$ cat src/rtl/dbg_uart_pkg.sv
// dbg_uart_pkg: shared types and constants for the debug-port UART.
// Holds the receiver state encoding, frame geometry and the parity helper
// used when DBG_UART_RX_PARITY_EN is defined.
package dbg_uart_pkg;

    // Data bits per frame (8N1, or 8E1 with parity enabled).
    localparam int DATA_BITS      = 8;

    // Flops between the asynchronous pin and the first use of the line.
    localparam int RX_SYNC_STAGES = 2;

    // Receiver FSM states. The encoding is fixed so waveforms stay readable
    // across builds with and without the parity bit.
    typedef enum logic [2:0] {
        ST_IDLE   = 3'd0,
        ST_START  = 3'd1,
        ST_DATA   = 3'd2,
        ST_PARITY = 3'd3,
        ST_STOP   = 3'd4,
        ST_BREAK  = 3'd5
    } rx_state_e;

    // Even-parity bit for a data byte: the value that makes the total count
    // of ones (data plus parity) even.
    function automatic logic even_parity(input logic [DATA_BITS-1:0] data);
        return ^data;
    endfunction

endpackage

$ cat src/rtl/dbg_sync_fifo.sv
// dbg_sync_fifo: single-clock show-ahead (first-word-fall-through) FIFO.
// The head entry is presented on o_rdata whenever the FIFO is not empty.
// Full/empty come from an occupancy counter so pointer equality is never
// ambiguous. A push while full is accepted only if a pop happens in the
// same cycle. Shared by the RX and TX paths of the debug UART.
module dbg_sync_fifo #(
    parameter int WIDTH = 8,
    parameter int DEPTH = 8
) (
    input  logic             i_clk,
    input  logic             i_rst,
    input  logic             i_push,
    input  logic [WIDTH-1:0] i_wdata,
    input  logic             i_pop,
    output logic             o_full,
    output logic             o_empty,
    output logic [WIDTH-1:0] o_rdata
);

    localparam int PW = $clog2(DEPTH);
    localparam int CW = PW + 1;

    logic [WIDTH-1:0] mem [DEPTH];
    logic [PW-1:0]    wr_ptr;
    logic [PW-1:0]    rd_ptr;
    logic [CW-1:0]    count;
    logic             do_push;
    logic             do_pop;

    assign o_empty = (count == '0);
    assign o_full  = (count == CW'(DEPTH));
    assign do_pop  = i_pop && !o_empty;
    assign do_push = i_push && (!o_full || do_pop);

    // Head byte; forced to zero while empty so the output has a defined
    // reset value without resetting the storage array.
    assign o_rdata = o_empty ? '0 : mem[rd_ptr];

    // Storage write.
    // NOTE: the array has no reset; nothing reads an entry before it is
    // written, and leaving it out keeps it mappable to plain RAM cells.
    always_ff @(posedge i_clk) begin
        if (do_push) begin
            mem[wr_ptr] <= i_wdata;
        end
    end

    // Pointers and occupancy; pointers wrap naturally at the power-of-two depth.
    always_ff @(posedge i_clk or posedge i_rst) begin
        if (i_rst) begin
            wr_ptr <= '0;
            rd_ptr <= '0;
            count  <= '0;
        end else begin
            if (do_push) begin
                wr_ptr <= wr_ptr + PW'(1);
            end
            if (do_pop) begin
                rd_ptr <= rd_ptr + PW'(1);
            end
            case ({do_push, do_pop})
                2'b10:   count <= count + CW'(1);
                2'b01:   count <= count - CW'(1);
                default: count <= count;
            endcase
        end
    end

endmodule

$ cat src/rtl/dbg_uart_rx.sv
// dbg_uart_rx: debug-port UART receiver feeding a show-ahead byte FIFO.
// Frames are 8N1 by default. Defining DBG_UART_RX_PARITY_EN adds an even
// parity bit (8E1), a PARITY state and the sticky o_parity_err output.
// Bytes are pushed the cycle after a good stop bit; a low stop bit sets
// o_frame_err and parks the receiver in BREAK until the line returns high.
module dbg_uart_rx
    import dbg_uart_pkg::*;
#(
    parameter int BAUD_DIV   = 868,
    parameter int FIFO_DEPTH = 8
) (
    input  logic       i_clk,
    input  logic       i_rst,
    input  logic       i_uart_rx,
    output logic       o_fifo_empty,
    input  logic       i_fifo_read,
    output logic [7:0] o_fifo_rdata,
    output logic       o_overflow,
    output logic       o_frame_err,
    input  logic       i_clr_err
`ifdef DBG_UART_RX_PARITY_EN
    ,
    output logic       o_parity_err
`endif
);

    localparam int BW  = $clog2(BAUD_DIV);
    localparam int BCW = $clog2(DATA_BITS);
    localparam logic [BW-1:0]  BAUD_LAST = BW'(BAUD_DIV - 1);
    localparam logic [BW-1:0]  BAUD_HALF = BW'(BAUD_DIV / 2 - 1);
    localparam logic [BCW-1:0] BIT_LAST  = BCW'(DATA_BITS - 1);

    logic [RX_SYNC_STAGES-1:0] rx_sync;
    logic                      rx_s;
    rx_state_e                 state;
    logic [BW-1:0]             baud_cnt;
    logic [BCW-1:0]            bit_cnt;
    logic [DATA_BITS-1:0]      shift_reg;
    logic                      push_req;
    logic [DATA_BITS-1:0]      push_data;
    logic                      mid_bit;
    logic                      frame_set;
    logic                      overflow_set;
    logic                      fifo_full;
`ifdef DBG_UART_RX_PARITY_EN
    logic                      par_err_q;
    logic                      push_par_err;
    logic                      parity_set;
`endif

    assign rx_s    = rx_sync[RX_SYNC_STAGES-1];
    assign mid_bit = (baud_cnt == BAUD_LAST);

    // Bring the asynchronous pin into the clock domain; idle level is high.
    // NOTE: non-blocking assignments make every flop sample the value from
    // before the edge, which is what turns this chain into a real shift register.
    always_ff @(posedge i_clk or posedge i_rst) begin
        if (i_rst) begin
            rx_sync <= '1;
        end else begin
            rx_sync <= {rx_sync[RX_SYNC_STAGES-2:0], i_uart_rx};
        end
    end

    // Frame FSM: find the start edge, confirm it at half a bit, then sample
    // every following bit at its centre.
    always_ff @(posedge i_clk or posedge i_rst) begin
        if (i_rst) begin
            state     <= ST_IDLE;
            baud_cnt  <= '0;
            bit_cnt   <= '0;
            shift_reg <= '0;
            push_req  <= 1'b0;
            push_data <= '0;
`ifdef DBG_UART_RX_PARITY_EN
            par_err_q    <= 1'b0;
            push_par_err <= 1'b0;
`endif
        end else begin
            push_req <= 1'b0;
            case (state)
                ST_IDLE: begin
                    if (!rx_s) begin
                        state    <= ST_START;
                        baud_cnt <= '0;
                    end
                end
                ST_START: begin
                    if (baud_cnt == BAUD_HALF) begin
                        baud_cnt <= '0;
                        bit_cnt  <= '0;
                        // A line that is high again was only a glitch.
                        state    <= rx_s ? ST_IDLE : ST_DATA;
                    end else begin
                        baud_cnt <= baud_cnt + BW'(1);
                    end
                end
                ST_DATA: begin
                    if (mid_bit) begin
                        baud_cnt  <= '0;
                        shift_reg <= {rx_s, shift_reg[DATA_BITS-1:1]};
                        bit_cnt   <= bit_cnt + BCW'(1);
                        if (bit_cnt == BIT_LAST) begin
`ifdef DBG_UART_RX_PARITY_EN
                            state <= ST_PARITY;
`else
                            state <= ST_STOP;
`endif
                        end
                    end else begin
                        baud_cnt <= baud_cnt + BW'(1);
                    end
                end
`ifdef DBG_UART_RX_PARITY_EN
                ST_PARITY: begin
                    if (mid_bit) begin
                        baud_cnt  <= '0;
                        par_err_q <= (even_parity(shift_reg) != rx_s);
                        state     <= ST_STOP;
                    end else begin
                        baud_cnt <= baud_cnt + BW'(1);
                    end
                end
`endif
                ST_STOP: begin
                    if (mid_bit) begin
                        baud_cnt <= '0;
                        if (rx_s) begin
                            push_req  <= 1'b1;
                            push_data <= shift_reg;
`ifdef DBG_UART_RX_PARITY_EN
                            push_par_err <= par_err_q;
`endif
                            state     <= ST_IDLE;
                        end else begin
                            state <= ST_BREAK;
                        end
                    end else begin
                        baud_cnt <= baud_cnt + BW'(1);
                    end
                end
                ST_BREAK: begin
                    // Hold off until the line is released so a long break is
                    // not decoded as a stream of 0x00 frames.
                    if (rx_s) begin
                        state <= ST_IDLE;
                    end
                end
                default: begin
                    state <= ST_IDLE;
                end
            endcase
        end
    end

    // A push into a full FIFO only survives if the consumer pops that cycle.
    assign overflow_set = push_req && fifo_full && !i_fifo_read;
    assign frame_set    = (state == ST_STOP) && mid_bit && !rx_s;
`ifdef DBG_UART_RX_PARITY_EN
    assign parity_set   = push_req && push_par_err;
`endif

    // Sticky error flags; a set in the same cycle as a clear wins.
    always_ff @(posedge i_clk or posedge i_rst) begin
        if (i_rst) begin
            o_overflow  <= 1'b0;
            o_frame_err <= 1'b0;
`ifdef DBG_UART_RX_PARITY_EN
            o_parity_err <= 1'b0;
`endif
        end else begin
            o_overflow  <= overflow_set | (o_overflow & ~i_clr_err);
            o_frame_err <= frame_set | (o_frame_err & ~i_clr_err);
`ifdef DBG_UART_RX_PARITY_EN
            o_parity_err <= parity_set | (o_parity_err & ~i_clr_err);
`endif
        end
    end

    dbg_sync_fifo #(
        .WIDTH (DATA_BITS),
        .DEPTH (FIFO_DEPTH)
    ) u_fifo (
        .i_clk   (i_clk),
        .i_rst   (i_rst),
        .i_push  (push_req),
        .i_wdata (push_data),
        .i_pop   (i_fifo_read),
        .o_full  (fifo_full),
        .o_empty (o_fifo_empty),
        .o_rdata (o_fifo_rdata)
    );

endmodule

$ cat config.mk
export PLATFORM = sky130hd
export DESIGN_NAME = dbg_uart_rx
export DESIGN_NICKNAME = d
export VERILOG_FILES = /design/src/rtl/dbg_uart_pkg.sv /design/src/rtl/dbg_sync_fifo.sv /design/src/rtl/dbg_uart_rx.sv
export SDC_FILE = /design/constraint.sdc
export NUM_CORES = 1
export LEC_CHECK = 0
export ABC_CLOCK_PERIOD_IN_PS = 3040
export CAP_MARGIN = 40
export CORE_MARGIN = 2
export CORE_UTILIZATION = 45
export CTS_BUF_LIST = sky130_fd_sc_hd__clkbuf_8
export DETAILED_ROUTE_END_ITERATION = 8
export GPL_TIMING_DRIVEN = 0
export HOLD_SLACK_MARGIN = 0.08
export SYNTH_ARGS = -nofsm -noshare
export SYNTH_HDL_FRONTEND = slang
export SYNTH_SLANG_ARGS = --single-unit
$ cat constraint.sdc
create_clock -name i_clk -period 3.04 [get_ports i_clk]
set_clock_uncertainty 0.05 [all_clocks]
set_input_delay 0.304 -clock i_clk [delete_from_list [all_inputs] [get_ports i_clk]]
set_output_delay 0.304 -clock i_clk [all_outputs]
set_load 0.005 [all_outputs]
==> flow_summary_export.csv <==
group,metric,value,unit
run_status,outcome,"finished, final reports clean",
sta,layout_min_cycle_time,2.883,ns
worst_setup_path,cp_cell_sequence,"or3_1, clkbuf_1, nor2_1, clkdlybuf4s50_1",
final_layout,regMostFlops,"u_fifo.mem",
clock_tree,clk_pin_slew,0.11,ns
sta,relSlewSlack,44.51,%
synthesis,synth_cell_types,54,
clock_tree,tritoncts,"built",
synthesis,synth-main-ff-cell,"edfxtp_1",
final_layout,regArea,3100,um^2
worst_setup_path,crit_start,"u_fifo.count[0]$_DFFE_PP0P_",
final_layout,final_cell_area,5428,um^2
floorplanning,boundaryPins,16,
floorplanning,die_x,107.9,um
power,power_density,471.0,nW/um^2
power,p_leak,2.213,nW
worst_setup_path,critical_path_class,"reg2out",
final_layout,antenna_cells,0,
clock_tree,cts_sinks,111,
sta,setup_viol,0,
clock_tree,root_buffer,"clkbuf_8",
worst_setup_path,r2r_slack,0.37,ns
route,postRouteAntennaNets,0,
global_routing,first_global_vias,2616,
synthesis,ys.warnings.count,0,
floorplanning,die_h,107.9,um
sta,drv_slew,0,
sta,period_share,94.85,%
sta,worstMarginPinSlew,0.8294,ns
floorplanning,dieArea,11640,um^2
final_layout,multi_input_area,1650,um^2
placed_design,hpwl,5511,um
global_routing,grt-ovfl-total,0,
worst_setup_path,required,2.69,ns
clock_tree,cts.htree.levels,3,
synthesis,ys_ff_latch,111,
final_layout,reg_top3,"u_fifo.mem: 64 flops, baud_cnt: 10 flops",
placed_design,numPortBuffers,15,
clock_tree,cts_made_buffers,9,
synthesis,synth-edff-count,64,
synthesis,synth.avg_cell_area,15.32,um^2
worst_setup_path,regToRegEndpoint,"u_fifo.count[2]$_DFFE_PP0P_",
worst_setup_path,worstPathMaxFanout,9,
synthesis,synthCells,317,
power,ir_worst_vdd,204.7,uV
final_layout,largest_reg_flops,64,
worst_setup_path,r2r_cells,10,
min_path,hold_path.class,"in2async",
final_layout,nets,359,
route,viasPerCell,5.449,
flow_run,max_cap_violations,0,
route,drt_iter0_drc,111,
worst_setup_path,crit_cells,4,
sta,timing.hold.ws,0.1470,ns
worst_setup_path,crit_slowest_cell,"clkdlybuf4s50_1",
placed_design,globalplace.congestion,0.8135,
synthesis,ys_seq_area_share,63.83,%
synthesis,ys_async_sr_fraction,42.34,%
global_routing,grt_antenna_before_repair,0,
worst_setup_path,slowest_delay,0.63,ns
final_layout,drive_gt1_share,21.71,%
global_routing,grt_max_degree,35,
route,wl_per_cell,16.50,um
power,total_power,2.556,mW
route,vias,2648,
clock_tree,insertion_delay,0.37,ns
placed_design,dpl_cell_area,5207,um^2
final_layout,nFillCells,865,
clock_tree,postCtsHoldBufs,0,
global_routing,grtUsageTotal,15.17,%
worst_setup_path,r2r-start,"u_fifo.count[0]$_DFFE_PP0P_",
worst_setup_path,path_buf_inv,2,
placed_design,preCtsSetupSlack,0.2590,ns
worst_setup_path,path_delay_family,"simple AND/OR/NAND/NOR gates",
clock_tree,cts_buffer_depth,2,
sta,max_freq,0.3468,GHz
sta,rsz0062_at_grt,"false",
floorplanning,start_util,46.63,%
worst_setup_path,start_kind,"flip-flop",
route,drc,0,
route,first_pass_iters,4,
synthesis,syn_area,4857,um^2
synthesis,synth_nets,331,
final_layout,syn_to_final_growth,11.75,%
sta,setup_tns,0,ns
global_routing,grt_pass1_wl,13370,um
sta,layout_setup_ws,0.1567,ns
worst_setup_path,critPathCaptureType,"output port",
floorplanning,rows,37,
route,drt_wl_total,8019,um
sta,finalHoldViolCount,0,
worst_setup_path,arrival,2.53,ns
floorplanning,core,10420,um^2
stage by stage:
step                cells  utilization, %
global placement      468           49.71
detailed placement    471           49.99
CTS                   487           52.11
global route          486           52.11
floorplan             317               -
finish                486           52.11
repair_timing:
| action | 4_1_cts | 5_1_grt |
|---|---|---|
| setup endpoints to repair | 8 | 3 |
| setup buffers | 0 | 0 |
| resized for setup | 2 | 1 |
worst max-delay path by stage:
stage,to,slack (ns)
after floorplan,u_fifo.count[2]$_DFFE_PP0P_,0.61
after global placement,u_fifo.mem[0][1]$_DFFE_PP_,0.004
after detailed placement,o_fifo_rdata[3],0.26
after CTS,o_fifo_rdata[3],0.09
after global routing,o_fifo_empty,0.05
final,o_fifo_empty,0.16
where the power goes:
part	total [mW]	switching, mW	leakage, nW	internal [mW]
clock network	0.951	0.540	0.112	0.411
logic	0.0218	0.0139	0.721	0.00792
registers	1.58	0.00176	1.38	1.58
routing by layer:
layer | vias up | global-route usage, % | wire, um
met4 | 0 | 5.495 | 119
met2 | 34 | 24.12 | 3845
met5 | - | 0 | 0
li1 | 1266 | - | -
met1 | 1337 | 21.32 | 3880
met3 | 11 | 2.240 | 173
cells in the mapped netlist, drive strengths merged (5+ instances only):
cell type / n / area, um^2
dfrtp: 45 / 1126
nand3: 6 / 30.03
mux4: 16 / 360.4
mux2: 20 / 251.5
edfxtp: 64 / 1922
ha: 9 / 112.6
inv: 10 / 37.54
mux2i: 8 / 80.08
nand2: 17 / 63.81
o21ai: 8 / 43.79
nand2b: 5 / 31.28
nor2: 21 / 78.83
o211ai: 11 / 82.58
xor2: 5 / 43.79
buf: 9 / 53.80
cells by family after synthesis:
logic type	synth area share, %
AOI/OAI and AO/OA	6.594
adders and majority gates	2.318
buffers and inverters	2.190
xor gates and xnor gates	1.443
muxes	14.25
DFF	63.83
and+or+nand+nor	9.376
layout make-up:
class                      instances  share of cell area, %
clock inverter                     7                  1.706
buffer                            12                  1.337
inverter                          10                 0.6916
clock buffer                       9                  2.282
tap                              136                  3.135
multi-input combinational        183                  30.41
timing repair buffer              18                  3.320
sequential                       111                  57.12
worst register-to-register path, stage by stage, from the launching register on:
cell	delay [ns]
dfrtp_1	0.45
or3_1	0.38
clkbuf_1	0.17
o21ai_1	0.40
ha_1	0.33
xor2_1	0.10
ha_1	0.18
a21oi_1	0.14
xor2_1	0.16
nor2_1	0.06
xor2_1	0.13
layout by cell type (no fill, tap or decap), drive strengths merged, types with 2 or more instances in the layout:
| master | Yosys | final |
|---|---|---|
| o221ai | 4 | 4 |
| nand4b | 2 | 2 |
| nand3b | 2 | 2 |
| a211o | 2 | 2 |
| clkdlybuf4s50 | 0 | 15 |
| nand3 | 6 | 6 |
| dfrtp | 45 | 45 |
| o21ai | 8 | 8 |
| and4bb | 2 | 2 |
| xnor2 | 3 | 3 |
| a22o | 4 | 4 |
| or2 | 2 | 2 |
| nand2 | 17 | 17 |
| nor3 | 3 | 3 |
| buf | 9 | 11 |
| or3 | 4 | 4 |
| mux2i | 8 | 8 |
| nand2b | 5 | 5 |
| nor3b | 4 | 4 |
| nor2 | 21 | 21 |
| a31oi | 2 | 2 |
| a21oi | 2 | 2 |
| edfxtp | 64 | 64 |
| nand4 | 2 | 2 |
| ha | 9 | 9 |
| dfstp | 2 | 2 |
| mux4 | 16 | 16 |
| xor2 | 5 | 5 |
| clkbuf | 4 | 13 |
| inv | 10 | 16 |
| nor4 | 2 | 2 |
| and2 | 2 | 2 |
| o211ai | 11 | 11 |
| nor2b | 3 | 3 |
| mux2 | 20 | 20 |
| o21a | 2 | 2 |
Note: power is estimated with default switching activity, not from simulation.
